$ cat config.mk
export PLATFORM = sky130hd
export DESIGN_NAME = fetch_stage
export DESIGN_NICKNAME = d
export VERILOG_FILES = /design/src/rtl/fetch_stage.sv
export SDC_FILE = /design/constraint.sdc
export NUM_CORES = 1
export LEC_CHECK = 0
export ABC_AREA = 1
export CORE_MARGIN = 8
export CORE_UTILIZATION = 40
export DETAILED_ROUTE_END_ITERATION = 6
export PLACE_DENSITY_LB_ADDON = 0.05
export SYNTH_ARGS = -nofsm -noshare
export SYNTH_HDL_FRONTEND = slang
export SYNTH_SLANG_ARGS = --single-unit
$ cat constraint.sdc
create_clock -name CLK -period 2.11 [get_ports CLK]
set_clock_uncertainty 0.2 [all_clocks]
set_input_delay 0.211 -clock CLK [delete_from_list [all_inputs] [get_ports CLK]]
set_output_delay 0.211 -clock CLK [all_outputs]
set_load 0.05 [all_outputs]
$ cat src/rtl/fetch_stage.sv
// -----------------------------------------------------------------------------
// fetch_stage
//   Instruction fetch stage with a 128 x 8 byte-addressed instruction memory.
//   Words are assembled big-endian from four consecutive bytes (index wraps
//   modulo 128). The stage drives the IF/ID pipeline register (IFIDIR,
//   pc_IFIDIR, if_valid) with one-cycle latency.
//
//   Per-edge priority: branch_taken > stall > halt state > normal fetch.
//   A branch always injects exactly one bubble and overrides a stall.
//
//   Optional feature macro: FETCH_HALT_EN
//     defined   : a fetched 32'hFC000000 is not forwarded; the stage parks in
//                 HALT with pc on the halt word until a branch is taken.
//     undefined : 32'hFC000000 is an ordinary instruction, halted is tied 0.
// -----------------------------------------------------------------------------
module fetch_stage (
    input  logic        CLK,
    input  logic        RST_N,
    input  logic        stall,
    input  logic        branch_taken,
    input  logic [31:0] branch_target,
    input  logic        imem_we,
    input  logic [6:0]  imem_waddr,
    input  logic [7:0]  imem_wdata,
    output logic [31:0] pc,
    output logic [31:0] IFIDIR,
    output logic [31:0] pc_IFIDIR,
    output logic        if_valid,
    output logic        halted
);

`ifdef FETCH_HALT_EN
    localparam logic [31:0] HALT_WORD = 32'hFC00_0000;

    typedef enum logic {
        ST_RUN  = 1'b0,
        ST_HALT = 1'b1
    } state_t;
`else
    typedef enum logic {
        ST_RUN = 1'b0
    } state_t;
`endif

    // Instruction memory: byte array, deliberately left without reset.
    logic [7:0]  r_mem [0:127];

    // Pipeline / control state.
    logic [31:0] r_pc;
    logic [31:0] r_ifidir;
    logic [31:0] r_pc_ifidir;
    logic        r_if_valid;
    state_t      r_state;
`ifdef FETCH_HALT_EN
    logic        r_halted;
`endif

    // Combinational fetch path.
    logic [6:0]  w_addr0;
    logic [6:0]  w_addr1;
    logic [6:0]  w_addr2;
    logic [6:0]  w_addr3;
    logic [31:0] w_word;
    logic [31:0] w_pc_plus4;
    logic [31:0] w_branch_pc;
    logic        w_unused_tgt_bits;

    // Byte lanes wrap inside the 128-byte array independently of pc wrap.
    assign w_addr0     = r_pc[6:0];
    assign w_addr1     = r_pc[6:0] + 7'd1;
    assign w_addr2     = r_pc[6:0] + 7'd2;
    assign w_addr3     = r_pc[6:0] + 7'd3;
    assign w_word      = {r_mem[w_addr0], r_mem[w_addr1], r_mem[w_addr2], r_mem[w_addr3]};
    assign w_pc_plus4  = r_pc + 32'd4;
    // Branch targets are forced word-aligned; the low two bits are ignored.
    assign w_branch_pc = {branch_target[31:2], 2'b00};
    assign w_unused_tgt_bits = &{1'b0, branch_target[1:0]};

    // Byte write port; the read above sees the pre-write contents this cycle.
    always_ff @(posedge CLK) begin
        if (imem_we) begin
            r_mem[imem_waddr] <= imem_wdata;
        end
    end

    // Fetch FSM and IF/ID register update with branch > stall > halt > fetch priority.
    always_ff @(posedge CLK or negedge RST_N) begin
        if (!RST_N) begin
            r_pc        <= 32'd0;
            r_ifidir    <= 32'd0;
            r_pc_ifidir <= 32'd0;
            r_if_valid  <= 1'b0;
            r_state     <= ST_RUN;
`ifdef FETCH_HALT_EN
            r_halted    <= 1'b0;
`endif
        end else if (branch_taken) begin
            r_pc        <= w_branch_pc;
            r_ifidir    <= 32'd0;
            r_pc_ifidir <= 32'd0;
            r_if_valid  <= 1'b0;
            r_state     <= ST_RUN;
`ifdef FETCH_HALT_EN
            r_halted    <= 1'b0;
`endif
        end else if (stall) begin
            r_pc        <= r_pc;
            r_ifidir    <= r_ifidir;
            r_pc_ifidir <= r_pc_ifidir;
            r_if_valid  <= r_if_valid;
            r_state     <= r_state;
        end else begin
            case (r_state)
                ST_RUN: begin
`ifdef FETCH_HALT_EN
                    if (w_word == HALT_WORD) begin
                        // Park on the halt word; it is never handed to decode.
                        r_pc        <= r_pc;
                        r_ifidir    <= 32'd0;
                        r_pc_ifidir <= 32'd0;
                        r_if_valid  <= 1'b0;
                        r_state     <= ST_HALT;
                        r_halted    <= 1'b1;
                    end else begin
                        r_pc        <= w_pc_plus4;
                        r_ifidir    <= w_word;
                        r_pc_ifidir <= w_pc_plus4;
                        r_if_valid  <= 1'b1;
                        r_state     <= ST_RUN;
                        r_halted    <= 1'b0;
                    end
`else
                    r_pc        <= w_pc_plus4;
                    r_ifidir    <= w_word;
                    r_pc_ifidir <= w_pc_plus4;
                    r_if_valid  <= 1'b1;
                    r_state     <= ST_RUN;
`endif
                end
`ifdef FETCH_HALT_EN
                ST_HALT: begin
                    // Only a taken branch leaves HALT; keep emitting bubbles.
                    r_pc        <= r_pc;
                    r_ifidir    <= 32'd0;
                    r_pc_ifidir <= 32'd0;
                    r_if_valid  <= 1'b0;
                    r_state     <= ST_HALT;
                    r_halted    <= 1'b1;
                end
`endif
                default: begin
                    // Illegal state encoding: recover to RUN with a bubble.
                    r_pc        <= r_pc;
                    r_ifidir    <= 32'd0;
                    r_pc_ifidir <= 32'd0;
                    r_if_valid  <= 1'b0;
                    r_state     <= ST_RUN;
`ifdef FETCH_HALT_EN
                    r_halted    <= 1'b0;
`endif
                end
            endcase
        end
    end

    assign pc        = r_pc;
    assign IFIDIR    = r_ifidir;
    assign pc_IFIDIR = r_pc_ifidir;
    assign if_valid  = r_if_valid;
`ifdef FETCH_HALT_EN
    assign halted    = r_halted;
`else
    assign halted    = 1'b0;
`endif

endmodule

**Word level (Yosys, flattened, before mapping)**

Memory sizes are Yosys's and may differ from the RTL's.
Index checks and enable logic that the tools add are counted.

- Bits in writable memories: 1024
- Memories kept: 1
- Input port bits: 52
- Output and inout port bits: 98
- ROM bits: 0
- Flip-flop bits (word level): 98
- Bits in latches: 0
- Logic and storage cells: 29

Memories:

| memory | depth | width | read ports | clocked after Yosys merged registers in | write ports | RTL line | source |
|---|---|---|---|---|---|---|---|
| r_mem | 128 | 8 | 4 | 0 | 1 | 46 | `logic [7:0] r_mem [0:127];` |

- Muxes and demuxes: 16
- Bitwise logic cells: 0
- Multipliers: 0
- Div/mod/pow operators: 0
- Reductions and logical operators: 1
- Equal/unequal tests: 2
- Order comparisons: 0
- $add $sub $neg: 4
- Shift-type cells: 0

Operator list:

| kind | number |
|---|---|
| two-way mux 32 bit | 9 |
| adder 32 x 3 -> 32 bit, second input constant | 1 |
| adder 7 x 2 -> 7 bit, second input constant | 2 |
| adder 7 x 1 -> 7 bit, second input constant | 1 |
| two-way mux 1 bit | 7 |
| inequality test 2 x 1 -> 1 bit, second input constant | 1 |
| inequality test 2 bit, second input constant | 1 |
| AND reduction 2 bit | 1 |

**Longest topological paths before layout**

Gate-level depths: netlist of run 1.
An unclocked memory read counts as a cell.

- Depth after elaboration: 5
- Gate-level depth with buffers: 15
- Depth with buffers taken out: 11

**Least setup slack after synthesis of run 1**

Ideal clock, no wire load.

- Kind: flip-flop to flip-flop
- From: reg r_pc[2] (netlist: pc[2])
- To: reg r_pc[22] (netlist: pc[22])
- Buffers on the path: 0
- Cell stages (with the launch flop): 11
- Clock period less this slack: 2108 ps
- Data arrival time: 1788 ps
- Data required time: 1790 ps
- Path slack: 2 ps
- Setup time: 120 ps
- Cell sequence: dfrtp_1 ha_1 nand2_1 nor2_1 nand2_1 nor2_2 nand2_1 nor2_2 nand3_1 nand3_1 nand2_1

- Longest elaborated chain between the ends: 4

Ends and longest elaborated chain:

| what | RTL line | source |
|---|---|---|
| start, declared | 49 | `logic [31:0] r_pc;` |
| start signal, assigned | 98 | `r_pc <= w_branch_pc;` |
| start signal, assigned | 107 | `r_pc <= r_pc;` |
| start signal, assigned | 133 | `r_pc <= w_pc_plus4;` |
| adder 32 x 3 -> 32 bit | 74 | `assign w_pc_plus4 = r_pc + 32'd4;` |
| two-way mux 32 bit | 113 | `case (r_state)` |
| two-way mux 32 bit | 106 | `end else if (stall) begin` |
| two-way mux 32 bit | 97 | `end else if (branch_taken) begin` |

Every way passes these cells. The select of a mux whose other input is x is not followed.
A chain may end at the register's enable or synchronous reset.

**Worst setup path after layout of run 1**

- From: reg r_pc[2] (netlist: pc[2])
- To: reg r_ifidir[5] (netlist: IFIDIR[5])

- Longest elaborated chain between the ends: 5

Ends and longest elaborated chain:

| what | RTL line | source |
|---|---|---|
| adder 7 x 2 -> 7 bit | 72 | `assign w_addr3 = r_pc[6:0] + 7'd3;` |
| memory (128 x 8 bit) | - |  |
| two-way mux 32 bit | 113 |  |
| two-way mux 32 bit | 106 |  |
| two-way mux 32 bit | 97 |  |
| end signal, assigned | 108 | `r_ifidir <= r_ifidir;` |
| end signal, assigned | 134 | `r_ifidir <= w_word;` |
| end, declared | 50 | `logic [31:0] r_ifidir;` |

Every way passes these cells. The select of a mux whose other input is x is not followed.

==> results of run 1 <==
## cells in the final DEF (no fill, tap or decap), drive strengths merged
| cell type | netlist | layout |
|---|---|---|
| nand2 | 1398 | 1398 |
| nor3 | 20 | 20 |
| clkdlybuf4s50 | 0 | 40 |
| nand4 | 4 | 4 |
| inv | 224 | 224 |
| or2 | 1 | 1 |
| edfxtp | 1024 | 1024 |
| xor2 | 2 | 2 |
| xnor2 | 2 | 2 |
| dfrtp | 94 | 94 |
| bufinv | 0 | 10 |
| dlygate4sd2 | 0 | 42 |
| clkdlybuf4s15 | 0 | 25 |
| o211ai | 15 | 15 |
| ha | 1 | 1 |
| o21bai | 1 | 1 |
| dlygate4sd3 | 0 | 37 |
| buf | 161 | 521 |
| nor3b | 3 | 3 |
| clkbuf | 81 | 184 |
| nor2 | 598 | 598 |
| o21ai | 206 | 206 |
| bufbuf | 0 | 5 |
| clkinv | 1 | 52 |
| diode | 0 | 1 |
| conb | 1 | 3 |
| nand3b | 4 | 4 |
| a21oi | 48 | 48 |
| clkinvlp | 0 | 1 |
| nand3 | 488 | 488 |
## synthesized netlist by cell type (30+ instances only)
cell type and count:
dfrtp_1 94, o21ai_0 112, nand2_1 1398, inv_1 216, buf_4 30, o21ai_1 94
edfxtp_1 1024, nand3_1 488, nor2_1 592, buf_2 86, a21oi_1 48, clkbuf_1 81
## routing by layer
layer / up-vias / routed length, um / part of all wire
met1: 16590 / 65910 / 0.44
met4: 0 / 3470 / 0.023
met2: 795 / 73180 / 0.49
li1: 15890 / - / -
met3: 180 / 7113 / 0.048
met5: - / 0 / 0
## per-stage QoR
step	power (mW)	cell area [um^2]	setup TNS (ps)
after floorplan	29.10	46880	0
after global placement	32.67	53180	-238080
after detailed placement	32.66	53180	-225910
after CTS	55.18	60010	-3363
after global routing	57.13	61130	-5613
final	55.19	61140	-2258
## power groups by stage
| stage | clock, mW | combinational, mW | sequential, mW |
|---|---|---|---|
| 3_3_place_gp | 0 | 7.50 | 25.2 |
| 4_1_cts | 21.7 | 8.76 | 24.7 |
| 3_5_place_dp | 0 | 7.49 | 25.2 |
| 2_1_floorplan | 0 | 3.43 | 25.7 |
| 6_report | 21.3 | 9.19 | 24.7 |
| 5_1_grt | 22.5 | 9.88 | 24.7 |
## state kept, by name (all words and copies together), names as in the netlist
register and cells:
r_mem 1024, IFIDIR 32, pc_IFIDIR 31, pc 30, if_valid 1
## cells by family after synthesis
family | Yosys count
adder cells (fa/ha/maj) | 1
buffers and inverters | 467
AND/OR/NAND/NOR | 2516
other | 1
XOR/XNOR | 4
AO/OA/AOI/OAI | 270
flip-flops | 1118
## worst max-delay path: cells and delay by family, from the launching register on
| family | cells | cell delay [ps] |
|---|---|---|
| buf+inv | 7 | 840 |
| simple gates | 9 | 590 |
| flops | 1 | 480 |
## final cells by class
type	count	area (um^2)
Multi-Input combinational cell	2794	13190
Inverter	225	878.3
Clock buffer	169	3466
Fill cell	10340	55070
Timing Repair Buffer	685	7970
Sequential cell	1118	33120
Timing Repair inverter	3	80.08
Antenna cell	1	2.502
Tap cell	1524	1907
Clock inverter	59	528.0
## worst paths after layout
path / start / end / slack [ps] / cells past startpoint
max: pc[2] / IFIDIR[5] / -150 / 16
min: branch_target[2] / pc[2] / 40 / 3
max reg2reg: pc[2] / IFIDIR[5] / -150 / 16
min reg2reg: pc_IFIDIR[12] / pc_IFIDIR[12] / 270 / 2
max in group asynchronous: RST_N / pc[16] / 990 / 4
min in group asynchronous: RST_N / pc_IFIDIR[3] / 410 / 4
## what timing repair did
| action | in CTS | in global routing |
|---|---|---|
| endpoints found under the hold margin | 1007 | 0 |
| gates cloned | 33 | 11 |
| setup buffers | 46 | 5 |
| pin swaps | 98 | 130 |
| gates resized for setup | 446 | 287 |
| setup endpoints to repair | 111 | 75 |
| hold buffers | 38 | 0 |
==> impl_metrics.json, run 1 <==
{
  "synth-compound-area-share": 0.02969,
  "ant_nets": 0,
  "h-tree-depth": 3,
  "cap_violations": 0,
  "hold_violations": 0,
  "swShare": 0.2668,
  "synth.avg_cell_area_um2": 10.71,
  "rsz0062_at_grt": "true",
  "min_period_over_period": 1.072,
  "synth_area_um2": 46870,
  "crit_slowest_cell": "dfrtp_4",
  "power.share.clock": 0.386,
  "setup_viol": 34,
  "synth_xor_xnor_area_share": 0.0007475,
  "grt_pass1_vias": 33580,
  "vias_per_cell": 5.085,
  "clk_latency_ps": 700,
  "ys_async_sr_fraction": 0.08408,
  "yosys.area.top_type": "edfxtp_1",
  "grt_pass1_wl_um": 218600,
  "drtIter0Drc": 2602,
  "cpPeakStageDelay_ps": 480,
  "synth_mux_area_frac": 0,
  "synth_seq_area_share": 0.7063,
  "nNetsFinal": 5000,
  "rows": 125,
  "dieWidth_um": 358.3,
  "core_um2": 116200,
  "critPathKind": "flip-flop to flip-flop",
  "routabilityCongestion": 0.8679,
  "peakVddDrop_uv": 634.5,
  "synth-adder-area-share": 0.0002670,
  "power_density_nw_per_um2": 902.8,
  "synth-edff-count": 1024,
  "drv_slew": 0,
  "port_buffers": 144,
  "grt_busiest_layer": "met2",
  "hold_ws_ps": 35.62,
  "yosysTopAreaCellShare": 0.6561,
  "die_h_um": 358.3,
  "ys_top_cells_by_area": "edfxtp_1 (66%), nand2_1 (11%), nand3_1 (5.2%)",
  "final_cells": 6578,
  "period_needed_ps": 2262,
  "dp_hpwl_um": 93570,
  "routed_wl_um": 149700,
  "met2_usage": 0.3910,
  "met1_usage": 0.3087,
  "finalWorstSetupSlack_ps": -151.5,
  "ys_warn_count": 0,
  "grtUsageMet3": 0.02651,
  "grt_use_total": 0.2279,
  "max_freq_ghz": 0.4422,
  "cp_max_fo": 7,
  "place_ws_ps": -384.0,
  "status": "finished with violations",
  "synth_seq_cells": 1118,
  "path_cells": "buf_12 -> buf_12 -> clkinv_16 -> buf_16 -> buf_12 -> buf_12 -> nand2_2 -> nand3_2 -> nand2_2 -> nand2_1 -> nand2_1 -> inv_1 -> nand2_2 -> nand2_2 -> nand3_2 -> nand2_1",
  "synth_top_family_by_area": "simple AND/OR/NAND/NOR gates",
  "p_sw_mw": 14.73,
  "ys.flop_type": "edfxtp_1",
  "clockBufferDepth": 3,
  "final_core_util": 0.5261,
  "drc": 0,
  "synthSimpleGateAreaFrac": 0.2165,
  "grt-ovfl-total": 0,
  "synthCells": 4377,
  "dp_cells": 6225,
  "cts_root_buf": "clkbuf_16",
  "num_vias": 33450,
  "cts.reportedPaths.clkPinSlew_ps": 60,
  "cts_tree": "built",
  "arrival_ps": 2650,
  "pwr-share-comb": 0.167,
  "wl_per_cell_um": 22.75,
  "cts_buffers": 120,
  "cts_sinks": 1118,
  "tightestPinTransition_ps": 597.6,
  "ios": 150,
  "power.internal_mw": 40.47,
  "p_leak_nw": 24.14,
  "antenna_found_initial": 1,
  "start_util": 0.4033,
  "grt_start_max_net_pins": 87,
  "final_layout_size_suffix_gt1_frac": 0.2282,
  "maxSlewHeadroom": 0.6016,
  "critPathRequiredTime_ps": 2500,
  "ys_types": 33,
  "p_seq_frac": 0.448,
  "hp-class": "input port to flip-flop",
  "start_kind": "flip-flop",
  "violations": "setup timing",
  "die-area_um2": 128400,
  "end_kind": "flip-flop",
  "firstDrtPassIters": 5,
  "areaGrowthSynthToFinish_pct": 30.44
}
No activity file was read; power rests on OpenSTA's default activity.
==> inputs of run 2 (changes only) <==
==> constraint.sdc (replaced) <==
create_clock -name CLK -period 2.1 [get_ports CLK]
set_clock_uncertainty 0.2 [all_clocks]
set_input_delay 0.21 -clock CLK [delete_from_list [all_inputs] [get_ports CLK]]
set_output_delay 0.21 -clock CLK [all_outputs]
set_load 0.05 [all_outputs]
==> impl_metrics.json, run 2 (synthesis gave the netlist of run 1 again) <==
{
  "place_ws_ps": -273.6,
  "vias_per_cell": 5.040,
  "grt_pass1_vias": 32990,
  "hold_violations": 0,
  "largest_reg_flops": 1024,
  "hold_end": "pc[2]",
  "peakVddDrop_uv": 606.3,
  "violations": "setup timing",
  "routed_wl_um": 150300,
  "core_um2": 116200,
  "max_freq_ghz": 0.4447,
  "routabilityCongestion": 0.8190,
  "placed_cell_area_um2": 53180,
  "cts_sinks": 1118,
  "timing.rr.end": "IFIDIR[14]",
  "die-area_um2": 128400,
  "grt_start_max_net_pins": 83,
  "period_needed_ps": 2249,
  "num_vias": 33170,
  "final_design_area_no_fill_um2": 60900,
  "cts.reportedPaths.clkPinSlew_ps": 60,
  "dp_hpwl_um": 91330,
  "antenna_found_initial": 3,
  "top_register": "r_mem",
  "p_leak_nw": 24.00,
  "h-tree-depth": 3,
  "areaGrowthSynthToFinish_pct": 29.93,
  "drv_slew": 0,
  "tightestPinTransition_ps": 628.7,
  "start_kind": "flip-flop",
  "grt_use_total": 0.2255,
  "arrival_ps": 2640,
  "cts_buffers": 120,
  "drc": 0,
  "drtIter0Drc": 2665,
  "finalWorstSetupSlack_ps": -148.9,
  "cts_root_buf": "clkbuf_16",
  "start_util": 0.4033,
  "cts_tree": "built",
  "end_kind": "flip-flop",
  "fillers": 10380,
  "dp_cells": 6222,
  "grt-ovfl-total": 0,
  "layout_commonest_cell": "nand2_1",
  "ios": 150,
  "r2r_start": "pc[2]",
  "clockBufferDepth": 3,
  "r2r_slack_ps": -150,
  "clk_latency_ps": 710,
  "final_cells": 6581,
  "setup_viol": 49,
  "most-common-layout-cells": "nand2_1 (1295), edfxtp_1 (1024), nor2_1 (528), nand3_1 (353), buf_4 (342)",
  "hp-class": "input port to flip-flop",
  "rr_worst_depth": 14,
  "port_buffers": 144,
  "cap_violations": 0,
  "critPathRequiredTime_ps": 2490,
  "hp-start": "branch_target[2]",
  "die_h_um": 358.3,
  "critPathKind": "flip-flop to flip-flop",
  "min_period_over_period": 1.071,
  "maxSlewHeadroom": 0.5808,
  "status": "finished with violations",
  "rows": 125,
  "rsz0062_at_grt": "true",
  "dieWidth_um": 358.3,
  "multi_input_area_um2": 13040,
  "nNetsFinal": 5004,
  "power_density_nw_per_um2": 894.6,
  "ant_nets": 0,
  "tns_ps": -3538,
  "cp_max_fo": 7,
  "firstDrtPassIters": 6,
  "wl_per_cell_um": 22.83,
  "grt_pass1_wl_um": 215500,
  "layout.area.seq_um2": 33110,
  "final_layout_size_suffix_gt1_frac": 0.2176,
  "hold_depth": 3
}
## run 2: report_power, final
| group | internal, mW | leakage (nW) | total [mW] | switching [mW] |
|---|---|---|---|---|
| sequential | 24.6 | 10.4 | 24.8 | 0.219 |
| combinational | 3.50 | 11.8 | 9.31 | 5.81 |
| clock | 11.8 | 1.83 | 20.4 | 8.62 |
## run 2: area by class of cell
cell class / instances / share of cell area
multi-input combinational: 2794 / 0.2141
clock inverter: 51 / 0.006513
timing repair buffer: 689 / 0.1335
timing repair inverter: 3 / 0.0007191
sequential: 1118 / 0.5438
clock buffer: 176 / 0.05533
antenna: 1 / 0.00004109
tap: 1524 / 0.03131
inverter: 225 / 0.01473
## run 2: worst max path at each step
stage                        startpoint            to  slack (ps)  cells after the start
after floorplan                   pc[6]        pc[22]          10                     10
after global placement    imem_waddr[2]  r_mem[78][4]        -290                      8
after detailed placement  imem_waddr[2]  r_mem[98][4]        -270                      8
after CTS                         pc[2]         pc[2]        -200                      4
after global routing              pc[2]    IFIDIR[14]        -210                     12
final                             pc[2]    IFIDIR[14]        -150                     14
## run 2: stage by stage
stage	total power, mW	hold slack, ps	utilization
global placement	32.80	-172.3	0.4576
finish	54.48	79.79	0.5240
global route	56.38	52.62	0.5240
floorplan	29.24	-285.6	-
CTS	54.26	30.67	0.5096
detailed placement	32.79	-171.4	0.4576
## run 2: routing by layer
layer / track usage / up-vias / part of all wire
met5: 0 / - / 0
met4: 0.06279 / 0 / 0.028
met3: 0.02701 / 203 / 0.049
met2: 0.3795 / 926 / 0.48
met1: 0.3088 / 16150 / 0.44
li1: - / 15890 / -
## run 2: what timing repair did
action                                  4_1_cts  5_1_grt
setup buffers                                31       12
pin swaps                                    36      137
hold endpoints to repair                    932        0
endpoints found under the setup margin      119       83
gates cloned                                 25       24
resized for setup                           361      301
hold buffers                                 39        0
## run 2: critical path: stages, from the launching register on
cell and delay (ps):
dfrtp_4 540, buf_12 160, clkinv_16 70, buf_12 130, buf_12 160, clkbuf_16 160, nand2_1 50, nand3_1 60
nand2_1 60, nand2_1 80, nand2_1 80, nor2_2 150, nand2_1 80, nand3_2 80, nand2_1 50
